$ cat src/rtl/fifo_rd_stream.sv
// Read-side consumer of the dual-clock FIFO, entirely in the rclk domain.
// Hides the one-cycle rdata latency behind a small skid buffer and presents a valid/ready stream.
module fifo_rd_stream #(
   parameter int DWIDTH     = 8,
   parameter int SKID_DEPTH = 3,
   parameter int CWIDTH     = 16
) (
   input  logic              rclk,
   input  logic              reset_L,
   input  logic              enable,
   input  logic              fifo_empty,
   output logic              fifo_pop,
   input  logic [DWIDTH-1:0] fifo_rdata,
   output logic              m_valid,
   input  logic              m_ready,
   output logic [DWIDTH-1:0] m_data,
   output logic [2:0]        level,
   output logic [CWIDTH-1:0] words_out
);

   localparam logic [2:0] DEPTH    = 3'(SKID_DEPTH);
   localparam logic [1:0] LAST_PTR = 2'(SKID_DEPTH - 1);

   logic [DWIDTH-1:0] mem_q [SKID_DEPTH];
   logic [1:0]        head_q, head_d;
   logic [1:0]        tail_q, tail_d;
   logic [2:0]        occ_q, occ_d;
   logic              inflight_q;
   logic [CWIDTH-1:0] words_q, words_d;
   logic              handshake;
   logic [3:0]        committed;

   // Space is reserved for the word already in flight, so a pop never depends on m_ready.
   // NOTE: reset_L gates the pop directly so the FIFO sees no request while reset is held.
   assign committed = {1'b0, occ_q} + {3'b000, inflight_q};
   assign fifo_pop  = reset_L & enable & ~fifo_empty & (committed < {1'b0, DEPTH});

   assign m_valid   = (occ_q != 3'd0);
   assign m_data    = m_valid ? mem_q[head_q] : '0;
   assign handshake = m_valid & m_ready;
   assign level     = occ_q;
   assign words_out = words_q;

   always_comb begin
      head_d  = head_q;
      tail_d  = tail_q;
      words_d = words_q;
      if (inflight_q) begin
         tail_d = (tail_q == LAST_PTR) ? 2'd0 : tail_q + 2'd1;
      end
      if (handshake) begin
         head_d  = (head_q == LAST_PTR) ? 2'd0 : head_q + 2'd1;
         words_d = words_q + CWIDTH'(1);
      end
      occ_d = occ_q + 3'(inflight_q) - 3'(handshake);
   end

   // NOTE: non-blocking assignments in every clocked process so all state updates see pre-edge values.
   always_ff @(posedge rclk or negedge reset_L) begin
      if (!reset_L) begin
         head_q     <= 2'd0;
         tail_q     <= 2'd0;
         occ_q      <= 3'd0;
         inflight_q <= 1'b0;
         words_q    <= '0;
      end else begin
         head_q     <= head_d;
         tail_q     <= tail_d;
         occ_q      <= occ_d;
         inflight_q <= fifo_pop;
         words_q    <= words_d;
      end
   end

   // NOTE: storage is not reset; occ_q alone decides which entries are meaningful.
   always_ff @(posedge rclk) begin
      if (inflight_q) begin
         mem_q[tail_q] <= fifo_rdata;
      end
   end

   occ_bound : assert property (@(posedge rclk) disable iff (!reset_L) occ_q <= DEPTH);

endmodule

$ cat config.mk
export PLATFORM = sky130hd
export DESIGN_NAME = fifo_rd_stream
export DESIGN_NICKNAME = d
export VERILOG_FILES = /design/src/rtl/fifo_rd_stream.sv
export SDC_FILE = /design/constraint.sdc
export NUM_CORES = 1
export LEC_CHECK = 0
export CELL_PAD_IN_SITES_DETAIL_PLACEMENT = 1
export CELL_PAD_IN_SITES_GLOBAL_PLACEMENT = 2
export CORE_ASPECT_RATIO = 0.7
export CORE_MARGIN = 2
export CORE_UTILIZATION = 24
export DETAILED_ROUTE_END_ITERATION = 16
export PLACE_DENSITY_LB_ADDON = 0.1
export SETUP_SLACK_MARGIN = 0.3
export SLEW_MARGIN = 10
export SYNTH_ARGS = -nofsm -noshare
export SYNTH_HDL_FRONTEND = slang
export SYNTH_SLANG_ARGS = --single-unit
$ cat constraint.sdc
create_clock -name rclk -period 2.5 [get_ports rclk]
set_input_delay 0.5 -clock rclk [delete_from_list [all_inputs] [get_ports rclk]]
set_output_delay 0.5 -clock rclk [all_outputs]
set_load 0.005 [all_outputs]
Word-level counts from Yosys, hierarchy flattened. Memory sizes are Yosys's and may differ from the RTL's. Cells that the tools add are included. W data, S select, Z words.

Register bits after elaboration: 24. Memory bits (writable): 24. Logic and storage cells: 26. Memories: 1.

Memories: mem_q (words 3, bits a word 8, rd ports 1, clocked after memory_dff 0, write ports 1, line 24) `logic [DWIDTH-1:0] mem_q [SKID_DEPTH];`.

Add/subtract/negate cells: 6. Magnitude comparators: 1. Equality and inequality tests: 2. Multiplexer cells: 5. Bitwise operators: 5. Reductions and logical operators: 1.

Operators by type and width (count): $add A16 B1 Y16 const B (1); $mux W8 (1); $add A2 B1 Y2 const B (2); $add A3 B1 Y4 (1); $and A1 B1 Y1 (4); $eq A2 B2 Y1 const B (2); $lt A4 B2 Y1 const B (1); $mux W2 (2); $add A3 B1 Y3 (1); $reduce_bool A3 Y1 (1); $sub A3 B1 Y3 (1); $mux W1 (2); $not A1 Y1 (1).

Logic depth before layout (Yosys ltp). Gate-level depths: netlist of run 1.

Depth after elaboration: 3. Depth in mapped cells: 10. Depth with buffers taken out: 10.

Worst setup path before layout of run 1. OpenSTA, ideal clock, no wires.

Kind: flip-flop to flip-flop. Start: reg occ_q[1] (netlist: level[1]). End: reg occ_q[2] (netlist: level[2]). Setup time: 0.122 ns. Arrival time: 2.145 ns. Data required time: 2.378 ns. Setup slack: 0.233 ns. Stages on the path, launching flop included: 11. Buffers on the path: 0. Cell sequence: dfrtp_1 -> nor3_2 -> inv_2 -> nand2_4 -> inv_2 -> ha_1 -> inv_1 -> ha_1 -> inv_1 -> fa_1 -> xor2_1.

Longest elaborated chain between the ends: 3.

RTL lines: from (decl) (line 27) `logic [2:0] occ_q, occ_d;`; from (signal assigned) (line 63) `occ_q <= 3'd0;`; from (signal assigned) (line 69) `occ_q <= occ_d;`; $reduce_bool A3 Y1 (line 38) `assign m_valid = (occ_q != 3'd0);`; via m_valid (line 14) `output logic m_valid,`; $and A1 B1 Y1 (line 40) `assign handshake = m_valid & m_ready;`; via handshake (line 30) `logic handshake;`; $sub A3 B1 Y3 (line 55) `occ_d = occ_q + 3'(inflight_q) - 3'(handshake);`; via occ_d[2] (line 27).

The timed path passes the listed nets, and every way through them passes these cells. A chain may end at the register's enable or synchronous reset.

Final worst setup path of run 1.
Start: reg occ_q[0] (netlist: level[0]). End: reg inflight_q.

Longest elaborated chain between the ends: 3.

RTL lines: $add A3 B1 Y4 (line 35) `assign committed = {1'b0, occ_q} + {3'b000, inflight_q};`; $lt A4 B2 Y1 (line 36) `assign fifo_pop = reset_L & enable & ~fifo_empty & (committed < {1'b0, DEPTH});`; $and A1 B1 Y1 (line 36); to (signal assigned) (line 70) `inflight_q <= fifo_pop;`; to (decl) (line 28) `logic inflight_q;`.

Every way passes these cells.

==> impl_metrics.tcl, run 1 <==
set metrics [dict create \
    cts_root_buffer "clkbuf_16" \
    fin_crit_ns 2.310 \
    chipHeight_um 82.00 \
    tns_ns 0 \
    worst-endpoint-required_ns 2.69 \
    ys_ff_latch 48 \
    path_delay_family "buffers and inverters" \
    cts_tree "built" \
    layout_common_cells "clkdlybuf4s50_1, edfxtp_1, dfrtp_1, buf_4, nor2_1" \
    cp-start-kind "register" \
    final_common_cell "clkdlybuf4s50_1" \
    timing.max_cap.violations 0 \
    ir_worst_vdd_mv 0.5062 \
    setup_viol 0 \
    grt_max_degree 25 \
    io_pins 42 \
    core-area_um2 8443 \
    hold_viol_final 0 \
    num_rows 28 \
    drive_gt1_frac 0.2255 \
    antenna_found_initial 0 \
    path_clk_slew_ns 0.07 \
    synthCells 160 \
    diodes 0 \
    grt_pass1_wl_mm 8.411 \
    layout.nets 254 \
    synth.distinct_cells 30 \
    path_cells "ha_2, ha_4, xor2_1, a221o_1, nor3_2, buf_4, buf_4, buf_6, buf_4, buf_4, buf_4, buf_4, buf_6, buf_6, buf_6" \
    worstPathMaxFanout 2 \
    cp_num_buf_inv 10 \
    outcome "finished, final reports clean" \
    timing.slew.headroom 0.4663 \
    first_iter_violations 22 \
    drcViolationCount 0 \
    rsz0062_at_grt "true" \
    synthToLayoutAreaGrowth_pct 46.85 \
    p_leak_nw 1.367 \
    slew_viol_final 0 \
    overflow 0 \
    grt_use_total 0.1182 \
    fmax_mhz 433.0 \
    end_kind "register" \
    hpwl_mm 3.675 \
    ant_nets 0 \
    worstSetupPathType "register to register" \
    slowest_delay_ns 0.38 \
    viasPerCell 4.124 \
    routed_wl_mm 5.234 \
    first_pass_iters 4 \
    gp_congestion 0.6837 \
    ys_seq_area_frac 0.6335 \
    tightest_slew_ns 0.7976 \
    fin_crit_sh 0.9238 \
    skew_ns 0.006029 \
    htreeDepth 2 \
    cp_slowest_cell "dfrtp_1" \
    io_buffer_count 41 \
    cpMostUsedCell "buf_4" \
    syn-num-nets 180 \
    cp.arrival_ns 2.50 \
    cellPowerDensity_nw_per_um2 941.9 \
    num_vias 1464 \
    dieArea_um2 9464 \
    hp-class "register to register" \
    fin_util 0.3628 \
    cts_buffer_depth 2 \
    grt_pass1_vias 1598 \
    wl_per_cell_um 14.74 \
    clk_latency_ns 0.29 \
    syn_area_per_cell_um2 13.04 \
    die_x_um 115.4 \
    cts_sinks 48 \
    ys_warn_count 0 \
    synth_area_um2 2086 \
    cts_inserted_buffers 5 \
    start_util 0.2470 \
]
-- metal layers --
metal	global-route usage	up-vias	routed length, µm	part of all wire
li1	-	701	-	-
met1	0.1555	728	2495	0.48
met2	0.1877	29	2491	0.48
met3	0.03321	6	188	0.036
met4	0.04096	0	58	0.011
met5	0	-	0	0
-- what timing repair did --
action                     CTS  global route
buffers inserted            11             9
pin swaps                    4             6
gates resized for setup     14            10
hold buffers                 0             0
setup endpoints to repair    9            13
gates cloned                 0             0
-- cell families after synthesis --
kind of cell    after synthesis  share of synthesized area
simple gates                 55                     0.1434
buf+inv                      11                    0.02040
xor+xnor                     17                    0.07139
flops                        48                     0.6335
mux                           8                    0.03839
compound gates               14                    0.04739
fa+ha+maj                     7                    0.04559
-- path summary, 6_finish.rpt --
path / slack, ns / startpoint / cells after the start / endpoint
worst max-delay path: 0.19 / level[0]$_DFF_PN0_ / 15 / inflight_q$_DFF_PN0_
worst min-delay path: 0.48 / words_out[15]$_DFFE_PN0P_ / 1 / words_out[15]$_DFFE_PN0P_
worst max register to register: 0.19 / level[0]$_DFF_PN0_ / 15 / inflight_q$_DFF_PN0_
worst min register to register: 0.48 / words_out[15]$_DFFE_PN0P_ / 1 / words_out[15]$_DFFE_PN0P_
max in group asynchronous: 1.44 / reset_L / 2 / head_q[1]$_DFFE_PN0P_
min in group asynchronous: 0.79 / reset_L / 2 / words_out[12]$_DFFE_PN0P_
-- layout make-up --
class,instances,area [µm²]
clock buffer,5,125.1
sequential,48,1323
fill,901,5380
multi-input combinational,101,750.7
clock inverter,3,18.77
timing repair buffer,70,665.6
inverter,8,30.03
tap,120,150.1
-- registers in the layout, indices dropped and copies added, names as in the netlist --
name        cells
level           3
words_out      16
mem_q          24
inflight_q      1
tail_q          2
head_q          2
-- stage by stage --
step | hold WS, ns | std cells | setup WS, ns | power, mW | cell area (µm²)
2_1_floorplan | 0.2044 | 160 | 0.3265 | 1.582 | 2092
3_3_place_gp | 0.4767 | 327 | 0.03343 | 2.103 | 2708
3_5_place_dp | 0.4731 | 327 | 0.02413 | 2.138 | 2708
4_1_cts | 0.4920 | 346 | 0.1685 | 2.861 | 2969
5_1_grt | 0.4967 | 355 | 0.1002 | 3.110 | 3063
6_report | 0.4847 | 355 | 0.1904 | 2.885 | 3063
-- cells in the mapped netlist (all sizes together) --
master | n | area share
nor3b | 1 | 0.0036
nand4 | 2 | 0.013
xnor2 | 8 | 0.034
a221o | 1 | 0.0048
and3 | 5 | 0.017
ha | 6 | 0.036
inv | 8 | 0.014
a21oi | 8 | 0.019
a21o | 3 | 0.011
nor3 | 7 | 0.026
nand3 | 4 | 0.0096
dfrtp | 24 | 0.29
o311a | 1 | 0.010
xor2 | 9 | 0.038
clkbuf | 2 | 0.0036
mux2i | 8 | 0.038
nor2 | 21 | 0.038
o21ai | 1 | 0.0024
fa | 1 | 0.0096
and4 | 1 | 0.0042
buf | 1 | 0.0024
nand2 | 13 | 0.028
edfxtp | 24 | 0.35
and2 | 1 | 0.0030
-- where the power goes --
| part | leakage, nW | internal [mW] | total (mW) | switching [mW] |
|---|---|---|---|---|
| logic | 0.786 | 0.650 | 1.10 | 0.446 |
| clock network | 0.0635 | 0.367 | 0.657 | 0.290 |
| registers | 0.517 | 0.957 | 1.13 | 0.175 |
| total | 1.37 | 1.97 | 2.89 | 0.911 |
Power figures use the tool's default switching activity.
==> run 2, diff against run 1 <==
Settings changed: CORE_MARGIN 2 to unset, DONT_BUFFER_PORTS set to 1, MAX_ROUTING_LAYER set to met4.
==> impl_metrics.tcl, run 2 (same netlist as run 1, synthesis figures left out) <==
set metrics [dict create \
    outcome "finished, final reports clean" \
    grt_pass1_vias 1343 \
    final_common_cell "edfxtp_1" \
    layout_common_cells "edfxtp_1, nor2_1, dfrtp_1, nand2_1, xor2_1" \
    core-area_um2 8443 \
    routed_wl_mm 4.521 \
    start_util 0.2470 \
    combPwrFrac 0.228 \
    first_iter_violations 35 \
    cts_inserted_buffers 5 \
    hp-class "input port to asynchronous set/reset pin" \
    placedCellCount 280 \
    grt_use_total 0.1140 \
    clkPwrFrac 0.264 \
    wl_per_cell_um 15.43 \
    timing.slew.headroom 0.4425 \
    p_switching_mw 0.7986 \
    p_sw_frac 0.3319 \
    instances_no_fill 293 \
    slew_viol_final 0 \
    worst-endpoint-required_ns 2.00 \
    hold_viol_final 0 \
    cts_root_buffer "clkbuf_16" \
    worstSetupPathType "register to primary output" \
    setup_viol 0 \
    synthToLayoutAreaGrowth_pct 18.54 \
    seqPwrFrac 0.508 \
    num_rows 28 \
    fin_crit_sh 0.8737 \
    cellPowerDensity_nw_per_um2 973.4 \
    largest_register "mem_q" \
    overflow 0 \
    cts_sinks 48 \
    viasPerCell 4.188 \
    cp.arrival_ns 1.68 \
    chipHeight_um 80.00 \
    io_buffer_count 0 \
    cp-start-kind "register" \
    multiInputGateArea_um2 758.2 \
    io_pins 42 \
    diodes 0 \
    ant_nets 0 \
    intPower_mw 1.608 \
    dieArea_um2 9073 \
    grt_max_degree 25 \
    skew_ns 0.003591 \
    ir_worst_vdd_mv 0.3694 \
    worstPathMaxFanout 5 \
    htreeDepth 2 \
    drcViolationCount 0 \
    antenna_found_initial 0 \
    path_clk_slew_ns 0.06 \
    tns_ns 0 \
    grtUsageMet2 0.1669 \
    tightest_slew_ns 0.8332 \
    timing.rr.end "level[2]$_DFF_PN0_" \
    worst_slack_ns 0.3158 \
    grt_pass1_wl_mm 7.293 \
    cts_tree "built" \
    hpwl_mm 3.179 \
    timing.max_cap.violations 0 \
    gp_congestion 0.7751 \
    grt_util_met1 0.1388 \
    end_kind "primary output" \
    p_leak_nw 1.014 \
    post-place-ws_ns 0.3269 \
    cts_buffer_depth 2 \
    first_pass_iters 4 \
    rsz0062_at_grt "true" \
    timing.rr.start "level[0]$_DFF_PN0_" \
    final-seq-area_um2 1325 \
    drive_gt1_frac 0.1734 \
    largest_reg_flops 24 \
    grt-busiest-layer "met2" \
    fin_crit_ns 2.184 \
    die_x_um 113.4 \
    r2r_slack_ns 0.45 \
    layout.nets 192 \
    grt_use_met3 0.04935 \
    fmax_mhz 457.8 \
    clk_latency_ns 0.28 \
    worstRegToRegCells 10 \
    n_fill_cell 907 \
    num_vias 1227 \
]
[run 2: power groups by stage]
stage	combinational [mW]	clock (mW)	sequential [mW]
detailed placement	0.517	0	1.23
CTS	0.547	0.666	1.23
finish	0.550	0.635	1.22
global route	0.646	0.694	1.26
floorplan	0.466	0	1.12
global placement	0.507	0	1.23
[run 2: routing by layer]
| metal | up-vias | routed length, µm |
|---|---|---|
| met2 | 30 | 1934 |
| met1 | 610 | 2197 |
| li1 | 580 | - |
| met3 | 7 | 316 |
| met4 | 0 | 72 |
| met5 | - | 0 |
[run 2: worst max path at each step]
stage                       start                  to  slack (ns)  depth (start not counted)
2_1_floorplan  level[1]$_DFF_PN0_  level[2]$_DFF_PN0_        0.33                         10
3_3_place_gp   level[1]$_DFF_PN0_  level[2]$_DFF_PN0_        0.38                         10
3_5_place_dp   level[1]$_DFF_PN0_  level[2]$_DFF_PN0_        0.33                         10
4_1_cts        level[0]$_DFF_PN0_            fifo_pop        0.21                          5
5_1_grt        level[0]$_DFF_PN0_            fifo_pop        0.23                          5
6_report       level[0]$_DFF_PN0_            fifo_pop        0.32                          5
[run 2: through the flow]
| stage | hold WS (ns) | utilization | cell area (µm²) | total power [mW] |
|---|---|---|---|---|
| global route | 0.02413 | 0.2928 | 2472 | 2.597 |
| detailed placement | 0.2051 | 0.2667 | 2252 | 1.750 |
| finish | 0.02714 | 0.2928 | 2472 | 2.407 |
| CTS | 0.02276 | 0.2890 | 2440 | 2.439 |
| floorplan | 0.2044 | - | 2092 | 1.582 |
| global placement | 0.2049 | 0.2667 | 2252 | 1.733 |
[run 2: cell type report]
| type | count | area share |
|---|---|---|
| Clock buffer | 7 | 0.05364 |
| Tap cell | 120 | 0.06073 |
| Timing Repair Buffer | 8 | 0.02935 |
| Clock inverter | 1 | 0.001518 |
| Inverter | 8 | 0.01215 |
| Sequential cell | 48 | 0.5359 |
| Multi-Input combinational cell | 101 | 0.3067 |
[run 2: worst max-delay path, cell delays in order, from the launching register on]
cell and delay, ns:
dfrtp_2 0.48, ha_4 0.20, ha_4 0.15, xor2_1 0.13
a221o_1 0.28, nor3_2 0.17
[run 2: what timing repair did]
item	in CTS	in global routing
hold buffers	1	0
resized for setup	6	2
buffers inserted	0	4
endpoints found under the hold margin	24	0
setup endpoints to repair	1	3
pin swaps	3	3
cloned	0	0
==> run 3, diff against run 2 <==
Settings changed: CAP_MARGIN set to 0.
==> results of run 3 <==
Same layout as run 2: the final DEF is identical, and so are final timing and power.
